[config.mk]
export PLATFORM = sky130hd
export DESIGN_NAME = axis_decimator
export DESIGN_NICKNAME = d
export VERILOG_FILES = /design/src/rtl/axis_decimator_pkg.sv /design/src/rtl/axis_decimator_skid.sv /design/src/rtl/axis_decimator.sv
export SDC_FILE = /design/constraint.sdc
export NUM_CORES = 1
export LEC_CHECK = 0
export ABC_AREA = 1
export CORE_ASPECT_RATIO = 0.8
export CORE_MARGIN = 8
export CORE_UTILIZATION = 58
export CTS_BUF_LIST = sky130_fd_sc_hd__clkbuf_16
export DETAILED_ROUTE_END_ITERATION = 10
export PLACE_DENSITY_LB_ADDON = 0.3
export SLEW_MARGIN = 5
export SYNTH_ARGS = -nofsm -noshare
export SYNTH_HDL_FRONTEND = slang
export SYNTH_SLANG_ARGS = --single-unit
[constraint.sdc]
create_clock -name aclk -period 8.9 [get_ports aclk]
set_clock_uncertainty 0.05 [all_clocks]
set_input_delay 0.89 -clock aclk [delete_from_list [all_inputs] [get_ports aclk]]
set_output_delay 0.89 -clock aclk [all_outputs]
set_load 0.05 [all_outputs]
[src/rtl/axis_decimator_pkg.sv]
// rtl/axis_decimator_pkg.sv - shared constants for the AXI-Stream decimator
package axis_decimator_pkg;

  localparam int BUS_WIDTH_DEFAULT = 2;
  localparam int DATA_WIDTH        = BUS_WIDTH_DEFAULT * 8;
  localparam int RATE_PASS         = 1;
  localparam int DROP_CNT_W        = 32;

  // The group counter never exceeds R_eff-1, so the rate width is enough.
  function automatic int cnt_width(input int rate_width);
    return rate_width;
  endfunction

endpackage

[src/rtl/axis_decimator_skid.sv]
// rtl/axis_decimator_skid.sv - output register plus one-entry skid buffer
// Ready is registered: it is the inverse of next-cycle skid occupancy.
module axis_decimator_skid
  import axis_decimator_pkg::*;
#(
  parameter int DW = DATA_WIDTH
) (
  input  logic          clk_i,
  input  logic          rst_ni,
  input  logic [DW-1:0] in_tdata_i,
  input  logic          in_tvalid_i,
  output logic          in_tready_o,
  output logic [DW-1:0] out_tdata_o,
  output logic          out_tvalid_o,
  input  logic          out_tready_i
);

  logic [DW-1:0] out_data_q, out_data_d;
  logic [DW-1:0] skid_data_q, skid_data_d;
  logic          out_valid_q, out_valid_d;
  logic          skid_valid_q, skid_valid_d;
  logic          ready_q, ready_d;
  logic          push, pop;

  assign push = in_tvalid_i & ready_q;
  assign pop  = out_valid_q & out_tready_i;

  always_comb begin
    out_data_d   = out_data_q;
    out_valid_d  = out_valid_q;
    skid_data_d  = skid_data_q;
    skid_valid_d = skid_valid_q;
    // ready_q is low whenever the skid holds data, so push and skid refill never collide
    if (pop && skid_valid_q) begin
      out_data_d   = skid_data_q;
      skid_valid_d = 1'b0;
    end else if (push && (!out_valid_q || pop)) begin
      out_data_d  = in_tdata_i;
      out_valid_d = 1'b1;
    end else if (push) begin
      skid_data_d  = in_tdata_i;
      skid_valid_d = 1'b1;
    end else if (pop) begin
      out_valid_d = 1'b0;
    end
    ready_d = ~skid_valid_d;
  end

  always_ff @(posedge clk_i or negedge rst_ni) begin
    if (!rst_ni) begin
      out_data_q   <= '0;
      out_valid_q  <= 1'b0;
      skid_data_q  <= '0;
      skid_valid_q <= 1'b0;
      ready_q      <= 1'b0;
    end else begin
      out_data_q   <= out_data_d;
      out_valid_q  <= out_valid_d;
      skid_data_q  <= skid_data_d;
      skid_valid_q <= skid_valid_d;
      ready_q      <= ready_d;
    end
  end

  assign in_tready_o  = ready_q;
  assign out_tdata_o  = out_data_q;
  assign out_tvalid_o = out_valid_q;

endmodule

[src/rtl/axis_decimator.sv]
// rtl/axis_decimator.sv - keeps the last beat of every R accepted beats
// Optional drop counter port enabled by AXIS_DECIMATOR_COUNT_EN.
module axis_decimator
  import axis_decimator_pkg::*;
#(
  parameter int BUS_WIDTH  = BUS_WIDTH_DEFAULT,
  parameter int RATE_WIDTH = 8
) (
  input  logic                   aclk,
  input  logic                   arstn,
  input  logic [RATE_WIDTH-1:0]  rate,
  input  logic [BUS_WIDTH*8-1:0] s_axis_tdata,
  input  logic                   s_axis_tvalid,
  output logic                   s_axis_tready,
  output logic [BUS_WIDTH*8-1:0] m_axis_tdata,
  output logic                   m_axis_tvalid,
  input  logic                   m_axis_tready
`ifdef AXIS_DECIMATOR_COUNT_EN
  ,
  output logic [DROP_CNT_W-1:0]  drop_count
`endif
);

  localparam int DW = BUS_WIDTH * 8;
  localparam int CW = cnt_width(RATE_WIDTH);

  logic [CW-1:0]         cnt_q, cnt_d;
  logic [RATE_WIDTH-1:0] rate_q, rate_d;
  logic [RATE_WIDTH-1:0] rate_eff, rate_cur;
  logic                  skid_tready;
  logic                  accept, last_of_group, keep;

  assign rate_eff = (rate == '0) ? RATE_WIDTH'(RATE_PASS) : rate;
  // The first beat of a group uses the live rate; later beats use the latched one
  assign rate_cur      = (cnt_q == '0) ? rate_eff : rate_q;
  assign accept        = s_axis_tvalid & skid_tready;
  assign last_of_group = (cnt_q == CW'(rate_cur - RATE_WIDTH'(1)));
  assign keep          = accept & last_of_group;

  always_comb begin
    cnt_d  = cnt_q;
    rate_d = rate_q;
    if (accept) begin
      if (cnt_q == '0) begin
        rate_d = rate_eff;
      end
      cnt_d = last_of_group ? '0 : cnt_q + CW'(1);
    end
  end

  always_ff @(posedge aclk or negedge arstn) begin
    if (!arstn) begin
      cnt_q  <= '0;
      rate_q <= RATE_WIDTH'(RATE_PASS);
    end else begin
      cnt_q  <= cnt_d;
      rate_q <= rate_d;
    end
  end

  axis_decimator_skid #(
    .DW(DW)
  ) u_skid (
    .clk_i       (aclk),
    .rst_ni      (arstn),
    .in_tdata_i  (s_axis_tdata),
    .in_tvalid_i (keep),
    .in_tready_o (skid_tready),
    .out_tdata_o (m_axis_tdata),
    .out_tvalid_o(m_axis_tvalid),
    .out_tready_i(m_axis_tready)
  );

  assign s_axis_tready = skid_tready;

`ifdef AXIS_DECIMATOR_COUNT_EN
  logic [DROP_CNT_W-1:0] drop_q, drop_d;

  always_comb begin
    drop_d = drop_q;
    if (accept && !last_of_group && (drop_q != '1)) begin
      drop_d = drop_q + DROP_CNT_W'(1);
    end
  end

  always_ff @(posedge aclk or negedge arstn) begin
    if (!arstn) begin
      drop_q <= '0;
    end else begin
      drop_q <= drop_d;
    end
  end

  assign drop_count = drop_q;
`endif

endmodule
==> results.cfg <==
[global_route]
grtUsageTotal_pct = 18.7
grt_overflow_total = 0
grt_pass1_vias = 2580
grt_max_degree = 52
grt_first_pass_wirelength_um = 11600
antenna_found_initial = 0

[clock_tree]
cts_tree = done
clkSlewWorstSetupHoldPaths_ps = 60
root_buffer = clkbuf_16
ctsResizeCount = 0
insertion_delay_ps = 280
clock-sinks = 51
post-cts-setup-buffers = 0
htreeDepth = 2
cts_buffers = 5
postCtsHoldBufs = 0
cts_buffer_depth = 2

[setup_path]
critPathArrivalTime_ps = 4270
r2r-start = cnt_q[0]$_DFFE_PN0P_
cpMostUsedCell = nand2_1
crit_slowest_cell = clkinv_1
cpLargestDelayFamily = simple AND/OR/NAND/NOR gates
max_stage_delay_ps = 1080
crit_fanout = 34
cp_num_buf_inv = 3
required_ps = 9070
critical_path_class = input port to flop
r2r_end = u_skid.out_tdata_o[2]$_DFFE_PN0P_
worst_setup_path_end_kind = flop
r2r_cells = 21
rrSetupSlack_ps = 5320
cp-start-kind = input port
crit_path_cell_trace = clkdlybuf4s50_1, inv_1, nor3_2, clkinv_1, nand2_2, nand2_1, nand2_1

[floorplanning]
die-height_um = 79.7
die_area_um2 = 7610
placement_rows = 23
io_pins = 46
coreArea_um2 = 4950
initial_core_util_pct = 59.4
die_w_um = 95.6

[worst_hold_path]
hold_end = u_skid.skid_data_q[7]$_DFFE_PN0P_
hp-start = u_skid.skid_data_q[7]$_DFFE_PN0P_
hold_depth = 2
hold_path.class = flop to flop

[power]
switchingPower_uw = 426
p_leak_uw = 0.00195
combPwrFrac_pct = 46.3
p_int_uw = 542
vdd_ir_drop_max_mv = 0.196
p_clk_share_pct = 18.8
cellPowerDensity_nw_per_um2 = 272
switching_share_pct = 44.0
seq_power_share_pct = 35.0

[detailed_routing]
post_drt_wl_per_cell_um = 13.7
wl_um = 7000
drcViolationCount = 0
viasPerCell = 5.37
first_pass_iters = 5
drt_iter0_markers = 174
ant_nets = 0
vias = 2751

[place]
place.gp.congestion = 0.861
port_buffers = 45
dp_cells = 504
dp_hpwl_um = 4950
dpl_cell_area_um2 = 3420

[synth]
synth_cell_type_count = 31
ys.flop_type = dfrtp_1
synth.top_cell.area_share_pct = 42.6
yosysMostFrequentCell = nand2_1
avgSynthCellArea_um2 = 7.24
synth-edff-count = 0
synth_area_leaders = dfrtp_1 (43%), nand2_1 (23%), nand3_1 (9.5%)
syn_nets = 437
mappedNetlistArea_um2 = 2940
ys_seq_area_share_pct = 43.5
yosysWarnings = 0
yosys.area.top_type = dfrtp_1
synth-seq-cells = 51
postSynthCellCount = 406
synthTopCellsByCount = nand2_1 (179), nand3_1 (56), dfrtp_1 (50)
async_flop_share_pct = 100

[cells_and_area]
area_growth_syn_to_layout_pct = 21.1
fin_nets = 480
drive_above_1_share_pct = 9.11
stdcell_count = 512
antennaDiodeCount = 0
fin_area_um2 = 3560

[timing]
fin_crit_ps = 4100
period_share_pct = 46.1
rsz0062_at_grt = false
slew_viol_final = 0
fin_setup_tns_ps = 0
slew_headroom_pct = 27.4
worstMarginPinSlew_ps = 1080
fmax_mhz = 244
hold_viol_final = 0
setup_violations = 0

[outcome]
outcome = finished, final reports clean

[job]
drv_cap = 0
[power groups by stage]
| stage | combinational [µW] | sequential [µW] | clock, µW |
|---|---|---|---|
| floorplan | 202 | 448 | 0 |
| global placement | 434 | 338 | 0 |
| detailed placement | 446 | 340 | 0 |
| CTS | 449 | 337 | 184 |
| global route | 484 | 345 | 195 |
| finish | 448 | 338 | 182 |
[metal layers]
metal,track usage (%),up-vias,share of wire [%]
met5,0,-,0
li1,-,1358,-
met3,3.76,9,7.2
met2,28.7,95,46
met4,4.13,0,0.63
met1,26.3,1289,47
[registers in the layout (all words and copies together) (netlist names)]
signal               count
u_skid.out_tdata_o      16
u_skid.skid_valid_q      1
u_skid.skid_data_q      16
u_skid.in_tready_o       1
cnt_q                    8
rate_q                   8
u_skid.out_tvalid_o      1
[worst min-delay path, stage by stage (launching register included)]
cell,delay [ps]
dfrtp_1,340
nand2_1,50
nand2_1,50
[how the worst max path moves through the flow]
stage,start,end,slack [ps],depth (start not counted)
2_1_floorplan,rate[3],u_skid.skid_data_q[10]$_DFFE_PN0P_,5920,20
3_3_place_gp,m_axis_tready,u_skid.out_tdata_o[9]$_DFFE_PN0P_,4610,7
3_5_place_dp,m_axis_tready,u_skid.out_tdata_o[2]$_DFFE_PN0P_,4510,7
4_1_cts,m_axis_tready,u_skid.out_tdata_o[2]$_DFFE_PN0P_,4880,7
5_1_grt,m_axis_tready,u_skid.out_tdata_o[3]$_DFFE_PN0P_,4590,7
6_report,m_axis_tready,u_skid.out_tdata_o[2]$_DFFE_PN0P_,4800,7
[cell usage in the layout, fill, tap and decap left out, types with 2 or more instances in the layout]
| cell | synthesis | layout |
|---|---|---|
| inv_2 | 7 | 7 |
| nor2_8 | 2 | 2 |
| xnor2_1 | 2 | 2 |
| nor2_2 | 1 | 2 |
| o21ai_0 | 10 | 10 |
| nor2_4 | 4 | 4 |
| nand3b_1 | 6 | 6 |
| ha_1 | 3 | 3 |
| nand2_4 | 4 | 4 |
| nand2_1 | 179 | 179 |
| clkinv_1 | 2 | 2 |
| nand3_1 | 56 | 56 |
| clkbuf_16 | 0 | 5 |
| clkdlybuf4s50_1 | 0 | 44 |
| inv_1 | 31 | 33 |
| nor2_1 | 17 | 16 |
| nand2_2 | 9 | 9 |
| dfrtp_1 | 50 | 50 |
[through the flow]
| step | setup slack, ps | util (%) | hold WS (ps) | power [µW] |
|---|---|---|---|---|
| after floorplan | 5920 | - | 392 | 650 |
| after global placement | 4610 | 69.0 | 403 | 773 |
| after detailed placement | 4510 | 69.0 | 409 | 786 |
| after global routing | 4590 | 71.9 | 435 | 1020 |
| final | 4800 | 71.9 | 420 | 968 |
| after CTS | 4880 | 71.8 | 425 | 970 |
[logic make-up (layout without fill, tap and decap cells)]
logic type                 Yosys count  in the layout  share of synthesized area, %
buffers and inverters               50             94                          7.03
xor gates and xnor gates             3              3                         0.895
AOI/OAI and AO/OA                   14             14                          2.56
DFF                                 51             51                          43.5
and+or+nand+nor                    285            285                          44.8
adders and majority gates            3              3                          1.28
[cell type report]
class                           instances  area, µm²
Timing Repair Buffer                   46        453
Clock buffer                            5        125
Inverter                               40        150
Sequential cell                        51       1280
Clock inverter                          3       12.5
Multi-Input combinational cell        305       1460
Tap cell                               62       77.6
Fill cell                             419       1390
No activity file was read; power rests on OpenSTA's default activity.
==> edit 1 (config.mk and constraints unchanged) <==
`RATE_WIDTH`: 8 -> 12.
--- a/src/rtl/axis_decimator.sv
+++ b/src/rtl/axis_decimator.sv
@@ -6,3 +6,3 @@
   parameter int BUS_WIDTH  = BUS_WIDTH_DEFAULT,
-  parameter int RATE_WIDTH = 8
+  parameter int RATE_WIDTH = 12
 ) (
Ports: changed (resized rate); port bits go from 46 to 50. No check against the original RTL was run, so the function may have changed too.
==> edit 1 against the original RTL <==
- worst hold slack about the same
- worst setup slack better by 0.28 ns
- sequential cell count up 8
- critical path depth up 13
- sequential power down 7.1%
- final area up 28%
- wire length up 39%
- register-to-register slack worse by 0.17 ns
- die area up 23%
- area after synthesis up 28%
- clock power up 65%
- power down 20%
- via count up 30%
- core utilization down 0.29 points
- critical path type unchanged
- critical endpoint is now u_skid.skid_data_q[8]
- largest cell class unchanged
==> edit 1: results (changes against the original RTL) <==
| Metric | Value |
|---|---|
| Share of final layout cell area taken by non-clock buffers | 0.112 (was 0.127) |
| Synth Area in Compound Gates | 0.0292 (was 0.0256) |
| Initial drt markers | 263 (was 174) |
| Post-synth net total | 564 (was 437) |
| Top cells by instance count after synthesis | 215 x nand2_1, 62 x nand3_1, 58 x dfrtp_1 (was 179 x nand2_1, 56 x nand3_1, 50 x dfrtp_1) |
| IO Port Bufs | 49 (was 45) |
| Leakage power total | 2.49 nW (was 1.95 nW) |
| Area after detailed placement | 0.00428 sq mm (was 0.00342 sq mm) |
| Synthesized-area fraction occupied by adder cells | 0.00996 (was 0.0128) |
| Wire length per cell after detailed routing | 14.6 um (was 13.7 um) |
| FF+latch area | 0.00148 sq mm (was 0.00128 sq mm) |
| Highest cell delay on the worst timing path | 0.47 ns (was 1.08 ns) |
| Area of the multi-input gates | 0.00196 sq mm (was 0.00146 sq mm) |
| Yosys cell types | 32 (was 31) |
| Layout fillers | 505 (was 419) |
| Cell Count Post-Placement | 650 (was 504) |
| Path depth of the worst reg2reg path | 19 (was 21) |
| Met1 Routed Length | 4.34 mm (was 3.26 mm) |
| Count of inverters not on the clock network in the layout | 61 (was 40) |
| Clk network pwr share | 0.387 (was 0.188) |
| Pin count of the biggest net entering global routing | 60 (was 52) |
| First-pass GRT wire length | 16.2 mm (was 11.6 mm) |
| Number of H-tree levels | 3 (was 2) |
| Share of power burned in registers | 0.403 (was 0.350) |
| Multi-input comb cells | 394 (was 305) |
| GR met3 Demand/Resource | 0.0544 (was 0.0376) |
| Insertion delay to the later sink of the worst-skew pair | 0.33 ns (was 0.28 ns) |
| Mean post-synth cell area | 7.12 sq um (was 7.24 sq um) |
| Proportion of layout cells with a drive suffix above 1 | 0.133 (was 0.0911) |
| TritonCTS buffer count | 9 (was 5) |
| Slowest CP cell | clkdlybuf4s50_1 (was clkinv_1) |
| Worst supply voltage drop on vdd | 0.149 mV (was 0.196 mV) |
| Status | completed (unchanged) |
| Clock-cell share of area | 0.0570 (was 0.0387) |
| Highest attainable clock frequency | 262 MHz (was 244 MHz) |
-- edit 1: changes by cell type in the layout (fill, tap and decap cells not counted), sizes merged, moves of 5 or more --
cell	unedited run	this run
nand3	56	74
inv	40	60
nor2	24	36
nand2	192	232
xor2	1	8
dfrtp	50	58
o21ai	12	17
-- edit 1: worst min-delay path, cell delays in order, from the launching register on --
cell	delay (ns)
dfrtp_1	0.34
nand2_1	0.06
nand2_1	0.05
-- edit 1: path summary, 6_finish.rpt --
kind                                            start  slack [ns]                    end
worst min-delay path            u_skid.skid_data_q[0]        0.42  u_skid.skid_data_q[0]
min in group asynchronous                       arstn        0.64              rate_q[2]
worst min register to register  u_skid.skid_data_q[0]        0.42  u_skid.skid_data_q[0]
worst max-delay path                          rate[8]        5.08  u_skid.skid_data_q[8]
worst max register to register               cnt_q[0]        5.15  u_skid.skid_data_q[8]
max in group asynchronous                       arstn        7.63               cnt_q[9]
==> edit 2 (same flow settings) <==
Made on the original files. Take the reset off `out_data_q` and `skid_data_q` and load them in a clocked block of their own.
--- a/src/rtl/axis_decimator_skid.sv
+++ b/src/rtl/axis_decimator_skid.sv
@@ -50,5 +50,3 @@
     if (!rst_ni) begin
-      out_data_q   <= '0;
       out_valid_q  <= 1'b0;
-      skid_data_q  <= '0;
       skid_valid_q <= 1'b0;
@@ -56,5 +54,3 @@
     end else begin
-      out_data_q   <= out_data_d;
       out_valid_q  <= out_valid_d;
-      skid_data_q  <= skid_data_d;
       skid_valid_q <= skid_valid_d;
@@ -62,2 +58,7 @@
     end
+  end
+
+  always_ff @(posedge clk_i) begin
+    out_data_q  <= out_data_d;
+    skid_data_q <= skid_data_d;
   end
Check against the original RTL: differs if arstn is asserted again (counterexample within 4 cycles, from zero or initial values and one cycle with arstn low); with arstn held inactive, the same outputs for 10 cycles.
==> edit 2 against the original RTL <==
- wire length fell by 10%
- area after synthesis is 7.5% lower
- critical path depth is 8 higher
- global-route usage down 0.57 points
- worst setup slack improved by 0.47 ns
- critical endpoint is now u_skid.skid_data_q[2]
- register-to-register slack about the same
- final area down 5.2%
- sequential cell count unchanged
Power is not compared: it rests on default switching activity, and its combinational part moved more than twofold at a synthesized area within 25%.
==> edit 2: results (changes against the original RTL) <==
| Metric | Value |
|---|---|
| Critical Path Source | rate[3] (was m_axis_tready) |
| Worst-case setup slack after placement | 5.02 ns (was 4.51 ns) |
| Met1 Routed Length | 2.76 mm (was 3.26 mm) |
| Top cells by instance count after synthesis | 120 x nand2_1, 35 x inv_1, 32 x edfxtp_1 (was 179 x nand2_1, 56 x nand3_1, 50 x dfrtp_1) |
| Area after detailed placement | 0.00323 sq mm (was 0.00342 sq mm) |
| Initial drt markers | 294 (was 174) |
| Synthesized-area fraction occupied by adder cells | 0.0138 (was 0.0128) |
| Synth Area in Compound Gates | 0.0304 (was 0.0256) |
| Design area | 0.00337 sq mm (was 0.00356 sq mm) |
| Status | completed (unchanged) |
| Max-slew headroom at the worst pin | 0.290 (was 0.274) |
| Multi-input comb cells | 221 (was 305) |
| Fraction of area in multi-input gates | 0.323 (was 0.411) |
| Detailed Place HPWL | 4.49 mm (was 4.95 mm) |
| Yosys cell types | 29 (was 31) |
| Hold Path End | rate_q[5] (was u_skid.skid_data_q[7]) |
| Share of final layout cell area taken by non-clock buffers | 0.136 (was 0.127) |
| Layout net count | 400 (was 480) |
| Tcrit/Tclk final | 0.407 (was 0.461) |
| Post-layout util | 0.742 (was 0.719) |
| Total met2 wirelength after detailed routing | 2.86 mm (was 3.19 mm) |
| EDFF count, synth | 32 (was 0) |
| Destination of the worst register-to-register timing path | u_skid.skid_data_q[2] (was u_skid.out_tdata_o[2]) |
| Placer's final routability congestion estimate | 0.938 (was 0.861) |
| GR met3 Demand/Resource | 0.0486 (was 0.0376) |
| Most area-consuming cells after synthesis | edfxtp_1 35%, dfrtp_1 17%, nand2_1 17% (was dfrtp_1 43%, nand2_1 23%, nand3_1 9.5%) |
| Wire length per cell after detailed routing | 14.6 um (was 13.7 um) |
| Worst Hold Launch | rate_q[5] (was u_skid.skid_data_q[7]) |
| Fraction of registers with async set/reset | 0.373 (was 1.00) |
| Crit path max fanout | 17 (was 34) |
| Highest cell delay on the worst timing path | 0.45 ns (was 1.08 ns) |
## edit 2: cell count changes in the layout (fill, tap and decap cells not counted), sizes merged, moves of 3 or more
cell / before / now
o21ai: 12 / 15
inv: 40 / 43
nand2: 192 / 132
dfrtp: 50 / 18
nand3: 56 / 32
nand3b: 7 / 3
edfxtp: 0 / 32
## edit 2: cells by family (layout without fill, tap and decap cells)
| kind of cell | Yosys count | after routing |
|---|---|---|
| fa+ha+maj | 3 | 3 |
| buf+inv | 48 | 98 |
| flops | 51 | 51 |
| simple gates | 199 | 199 |
| compound gates | 16 | 16 |
| xor+xnor | 3 | 3 |
## edit 2: worst min-delay path: stages (launching register included)
cell and delay (ns):
dfrtp_1 0.35, nand2_1 0.05, o21ai_0 0.06
## edit 2: power by group
group | total, mW | internal [mW] | switching (mW)
registers | 0.310 | 0.276 | 0.0340
clock network | 0.186 | 0.104 | 0.0822
logic | 0.212 | 0.0739 | 0.138
